### src/rtl/axis_window3x3_stream.sv
// axis_window3x3_stream
// Turns a raster-order pixel stream (one square channel plane) into one
// zero-padded 3x3 neighbourhood per pixel, emitted in centre-pixel raster order.
// Two line buffers hold the previous two rows. A 3x3 register window shifts one
// column per position. A flush phase of W+1 injected zeros pushes out the final
// windows. Padding is computed from the centre-pixel counters, so stale
// line-buffer contents never reach the output.
module axis_window3x3_stream #(
    parameter int DATA_WIDTH = 16,
    parameter int MAX_W      = 128
) (
    input  logic                    clk,
    input  logic                    rst,
    input  logic                    start,
    input  logic [2:0]              size_sel,
    output logic                    busy,
    output logic                    done,
    output logic                    frame_err,
    input  logic [DATA_WIDTH-1:0]   s_axis_tdata,
    input  logic                    s_axis_tvalid,
    output logic                    s_axis_tready,
    input  logic                    s_axis_tlast,
    output logic [9*DATA_WIDTH-1:0] m_axis_tdata,
    output logic                    m_axis_tvalid,
    input  logic                    m_axis_tready,
    output logic                    m_axis_tlast
);

    localparam int AW = $clog2(MAX_W);
    localparam int CW = AW + 1;
    localparam int KW = 2 * CW + 1;

    typedef enum logic [1:0] {
        S_IDLE  = 2'd0,
        S_RUN   = 2'd1,
        S_FLUSH = 2'd2,
        S_DRAIN = 2'd3
    } state_t;

    state_t                  state_q, state_d;
    logic [CW-1:0]           w_q;
    logic [KW-1:0]           n_q;
    logic [KW-1:0]           k_q;
    logic [CW-1:0]           col_q;
    logic [CW-1:0]           cc_q;
    logic [CW-1:0]           cr_q;
    logic                    busy_q, done_q, err_q;
    logic                    m_valid_q, m_last_q;
    logic [9*DATA_WIDTH-1:0] m_data_q;

    logic [DATA_WIDTH-1:0]   lb0_q [MAX_W];
    logic [DATA_WIDTH-1:0]   lb1_q [MAX_W];
    logic [DATA_WIDTH-1:0]   win_q [3][3];
    logic [DATA_WIDTH-1:0]   win_d [3][3];
    logic [9*DATA_WIDTH-1:0] win_masked;

    logic                    out_free, advance, emit, last_pos, drain_hs, accept_start;
    logic [DATA_WIDTH-1:0]   pix_in, lb0_rd, lb1_rd;
    logic [AW-1:0]           col_idx;
    logic [2:0]              sel_eff;
    logic [CW-1:0]           w_start;
    logic [KW-1:0]           n_start;

    assign busy          = busy_q;
    assign done          = done_q;
    assign frame_err     = err_q;
    assign m_axis_tdata  = m_data_q;
    assign m_axis_tvalid = m_valid_q;
    assign m_axis_tlast  = m_last_q;

    assign out_free      = !m_valid_q || m_axis_tready;
    assign s_axis_tready = (state_q == S_RUN) && out_free;
    assign advance       = out_free && ((state_q == S_RUN) ? s_axis_tvalid : (state_q == S_FLUSH));
    assign emit          = advance && (k_q >= (KW'(w_q) + KW'(1)));
    assign last_pos      = (k_q == (n_q + KW'(w_q)));
    assign drain_hs      = (state_q == S_DRAIN) && m_valid_q && m_axis_tready;
    assign accept_start  = (state_q == S_IDLE) && start;
    assign pix_in        = (state_q == S_RUN) ? s_axis_tdata : '0;
    assign col_idx       = col_q[AW-1:0];
    assign lb0_rd        = lb0_q[col_idx];
    assign lb1_rd        = lb1_q[col_idx];
    assign sel_eff       = (size_sel > 3'd4) ? 3'd0 : size_sel;
    assign w_start       = CW'(8) << sel_eff;
    assign n_start       = KW'(w_start) * KW'(w_start);

    // Next-state logic for the plane sequencer
    always_comb begin
        state_d = state_q;
        case (state_q)
            S_IDLE:  if (start) state_d = S_RUN; else state_d = S_IDLE;
            S_RUN:   if (advance && (k_q == n_q - KW'(1))) state_d = S_FLUSH; else state_d = S_RUN;
            S_FLUSH: if (advance && last_pos) state_d = S_DRAIN; else state_d = S_FLUSH;
            S_DRAIN: if (drain_hs) state_d = S_IDLE; else state_d = S_DRAIN;
            default: state_d = S_IDLE;
        endcase
    end

    // Sequencer state register
    always_ff @(posedge clk) begin
        if (rst) begin
            state_q <= S_IDLE;
        end else begin
            state_q <= state_d;
        end
    end

    // Window after this position's shift: new right column is {row-2, row-1, current}
    always_comb begin
        for (int r = 0; r < 3; r++) begin
            win_d[r][0] = win_q[r][1];
            win_d[r][1] = win_q[r][2];
            win_d[r][2] = '0;
        end
        win_d[0][2] = lb1_rd;
        win_d[1][2] = lb0_rd;
        win_d[2][2] = pix_in;
    end

    // Zero any tap that falls outside the plane around the current centre pixel
    always_comb begin
        win_masked = '0;
        for (int r = 0; r < 3; r++) begin
            for (int c = 0; c < 3; c++) begin
                if (((r == 0) && (cr_q == CW'(0))) || ((r == 2) && (cr_q == w_q - CW'(1))) ||
                    ((c == 0) && (cc_q == CW'(0))) || ((c == 2) && (cc_q == w_q - CW'(1)))) begin
                    win_masked[(r*3+c)*DATA_WIDTH +: DATA_WIDTH] = '0;
                end else begin
                    win_masked[(r*3+c)*DATA_WIDTH +: DATA_WIDTH] = win_d[r][c];
                end
            end
        end
    end

    // Line buffers: row-1 moves to row-2, the current pixel becomes row-1
    always_ff @(posedge clk) begin
        if (advance) begin
            lb1_q[col_idx] <= lb0_rd;
            lb0_q[col_idx] <= pix_in;
        end
    end

    // 3x3 register window shift
    always_ff @(posedge clk) begin
        if (rst) begin
            for (int r = 0; r < 3; r++) begin
                for (int c = 0; c < 3; c++) begin
                    win_q[r][c] <= '0;
                end
            end
        end else if (advance) begin
            win_q <= win_d;
        end
    end

    // Plane counters, status flags and the output register
    always_ff @(posedge clk) begin
        if (rst) begin
            w_q       <= CW'(8);
            n_q       <= KW'(64);
            k_q       <= '0;
            col_q     <= '0;
            cc_q      <= '0;
            cr_q      <= '0;
            busy_q    <= 1'b0;
            done_q    <= 1'b0;
            err_q     <= 1'b0;
            m_valid_q <= 1'b0;
            m_last_q  <= 1'b0;
            m_data_q  <= '0;
        end else begin
            done_q <= drain_hs;
            if (accept_start) begin
                w_q    <= w_start;
                n_q    <= n_start;
                k_q    <= '0;
                col_q  <= '0;
                cc_q   <= '0;
                cr_q   <= '0;
                err_q  <= 1'b0;
                busy_q <= 1'b1;
            end else begin
                if (advance) begin
                    k_q   <= k_q + KW'(1);
                    col_q <= (col_q == w_q - CW'(1)) ? CW'(0) : col_q + CW'(1);
                    if ((state_q == S_RUN) && (s_axis_tlast != (k_q == n_q - KW'(1)))) begin
                        err_q <= 1'b1;
                    end
                end
                if (drain_hs) begin
                    busy_q <= 1'b0;
                end
            end
            if (emit) begin
                m_data_q <= win_masked;
                m_last_q <= last_pos;
                if (cc_q == w_q - CW'(1)) begin
                    cc_q <= '0;
                    cr_q <= cr_q + CW'(1);
                end else begin
                    cc_q <= cc_q + CW'(1);
                end
            end
            if (emit) begin
                m_valid_q <= 1'b1;
            end else if (m_axis_tready) begin
                m_valid_q <= 1'b0;
            end
        end
    end

endmodule
### config.mk
export PLATFORM = sky130hd
export DESIGN_NAME = axis_window3x3_stream
export DESIGN_NICKNAME = d
export VERILOG_FILES = /design/src/rtl/axis_window3x3_stream.sv
export SDC_FILE = /design/constraint.sdc
export NUM_CORES = 2
export LEC_CHECK = 0
export CORE_UTILIZATION = 35
export CTS_BUF_LIST = sky130_fd_sc_hd__clkbuf_4 sky130_fd_sc_hd__clkbuf_8 sky130_fd_sc_hd__clkbuf_16
export CTS_CLUSTER_SIZE = 12
export DETAILED_ROUTE_END_ITERATION = 10
export PLACE_DENSITY_LB_ADDON = 0.15
export SYNTH_ARGS = -nofsm -noshare
export SYNTH_HDL_FRONTEND = slang
export SYNTH_SLANG_ARGS = --single-unit
### constraint.sdc
create_clock -name clk -period 8.45 [get_ports clk]
set_input_delay 0.845 -clock clk [delete_from_list [all_inputs] [get_ports clk]]
set_output_delay 0.845 -clock clk [all_outputs]
set_load 0.02 [all_outputs]
==> results.ini <==
[synthesis]
async_flop_share = 0
synth_compound_area_frac = 0.0452
synth_seq_cells = 4404
synthesis.area_sq_um = 168000
synthMuxAreaShare = 0.134
synth_fa_ha_area_frac = 0.00301
ys_seq_area_frac = 0.770
synthSimpleGateAreaFrac = 0.0298
yosysWarnings = 0
syn_inst = 8563
synth_top_flop_cell = edfxtp_1
synth_edf_count = 4096
synth_top_family_by_area = multiplexers
synthDistinctLibCells = 68
synth.avg_cell_area_sq_um = 19.6
yosys.area_share.xor_xnor = 0.00371

[cts]
hold_buffers = 0
h-tree-depth = 5
path_clk_slew_ps = 60
cts_setup_buffers = 0
cts-root-buf = clkbuf_16
cts_buffers = 466
cts_max_path_buffers = 4
cts_tree = built
cts.repair.resized = 0
insertion_delay_ps = 1040
cts_num_sinks = 4404

[setup_path]
max_stage_delay_ps = 950
cpLargestDelayFamily = buffers and inverters
regToRegSetupSlack_ps = 2920
critPathKind = reg2reg
critical_path.cell_chain = buf_12 > buf_4 > mux4_2 > a211oi_1 > nand2_1 > nand2_1 > nor4_4 > buf_4 > buf_4
critPathMostFrequentCell = buf_4
cp_max_fo = 98
cp_num_buf_inv = 4
required_ps = 9050
cp.arrival_ps = 6130
critPathLaunchType = flop
crit_slowest_cell = dfxtp_4
cp-end-kind = flop

[floorplan]
row_count = 253
die_x_microns = 694
start_util = 0.352
fp.dieArea_sq_um = 482000
die_y_microns = 694
core_area_sq_um = 476000
ioPinCount = 175

[route]
post-route-drc-count = 0
num_vias = 86900
dr.pass1.iters = 6
totalWireLength_microns = 511000
via_per_inst = 5.51
drt_iter0_markers = 9754
routedWlPerCell_microns = 32.4
antenna_left = 0

[placed_design]
dp_cells = 14900
place_hpwl_microns = 290000
preCtsSetupSlack_ps = 2860
gp_congestion = 0.785
port_buffers = 174

[finish]
fin_util = 0.408
final_cell_mix = edfxtp_1, mux4_2, nand2_1
area_delta_synth_final_pct = 15.7
seqCellArea_sq_um = 129000
drive_above_1_share = 0.216
nNetsFinal = 9061
final_common_cell = edfxtp_1
multi_input_comb_area_sq_um = 37500
nFillCells = 42200
final_cells = 15800

[global_route]
grt_pass1_vias = 88100
overflow = 0
grt_antenna_before_repair = 22
grt_use_total = 0.208
grt_pass1_wl_microns = 707000
grt_max_degree = 105

[pwr]
p_leak_nw = 57.8
vdd_drop_max_v = 0.000214
p_per_area_nw_per_um2 = 235

[sta]
fin_worst_skew_ps = 114
rsz0062_at_grt = false
slew_headroom = 0.114
setup_viol = 0
fmax_ghz = 0.181
tightest_slew_ps = 1330
period_needed_ps = 5530
fin_tns_setup_ps = 0
setup_ws_ps = 2920
hold_viol = 0
slew_violations = 0
min_period_over_period = 0.655

[hold_path]
hold_class = in2reg

[job]
maxCapViolations = 0

[status]
status = finished clean

## report_power, final
part	total, mW	switching [mW]	internal, mW
logic	1.42	1.03	0.400
clock network	20.1	8.54	11.6
registers	24.0	0.0440	23.9
total	45.5	9.61	35.9
## worst paths after layout
| kind | startpoint | end | cells past startpoint |
|---|---|---|---|
| worst max-delay path | flop | lb1_q[53][1] | 9 |
| worst min-delay path | rst | win_d[143] | 2 |
| worst max register to register | flop | lb1_q[53][1] | 9 |
| worst min register to register | m_axis_tdata[0] | m_axis_tdata[0] | 2 |
## Yosys cell counts, types with 13 or more instances
master    count  area share
nor4_2       17      0.0013
nor3_1       21     0.00063
nand3_1      81      0.0024
and2_1       27      0.0010
a22o_1       81      0.0042
nor4_1       26     0.00097
xnor2_1      34      0.0018
edfxtp_1   4096        0.73
nor2_1      220      0.0049
clkbuf_1    304      0.0068
a21oi_1     143      0.0043
xor2_1       25      0.0013
mux4_2      768        0.10
dfxtp_1     308       0.037
buf_1        31     0.00069
a211oi_1    260       0.012
nand2_1     641       0.014
o21ai_0      27     0.00081
and3_1       13     0.00048
a22oi_1     302       0.014
buf_4        38      0.0017
inv_1        25     0.00056
ha_1         34      0.0025
mux2i_1     515       0.031
o22ai_1     256      0.0095
buf_2       149      0.0044
## through the flow
step | instance area (sq um) | hold slack [ps] | power [mW]
after floorplan | 168000 | 437 | 25.3
after global placement | 179000 | 442 | 25.8
after detailed placement | 179000 | 448 | 25.9
after CTS | 194000 | 270 | 45.9
after global routing | 194000 | 307 | 46.8
final | 194000 | 331 | 45.5
## routing by layer
| metal | wire (microns) | GRT usage |
|---|---|---|
| met1 | 221000 | 0.294 |
| met5 | 13 | 0 |
| met2 | 245000 | 0.338 |
| met3 | 31700 | 0.0304 |
| met4 | 13800 | 0.0537 |
## state kept, by name, summed over array words and instances (netlist names), 2 cells and up, named ones only
| signal | count |
|---|---|
| n_q | 8 |
| lb0_q | 2048 |
| lb1_q | 2048 |
| state_q | 2 |
| w_q | 5 |
| m_axis_tdata | 144 |
| k_q | 17 |
| win_d | 96 |
| cr_q | 8 |
| cc_q | 8 |
| col_q | 8 |
## kinds of logic after synthesis
group	after synthesis
xor+xnor	64
mux	1283
other cells	1
flops	4404
buf+inv	550
compound gates	1095
simple gates	1128
fa+ha+maj	38
## layout make-up
type | instances | share of cell area
diodes | 9 | 0.000116
clock buffers | 616 | 0.0670
clock inverters | 232 | 0.0103
inverters | 25 | 0.000484
multi-input cells | 3621 | 0.193
flip-flops and latches | 4404 | 0.666
well taps | 6375 | 0.0411
repair buffers | 480 | 0.0223
No activity file was read; power rests on OpenSTA's default activity.
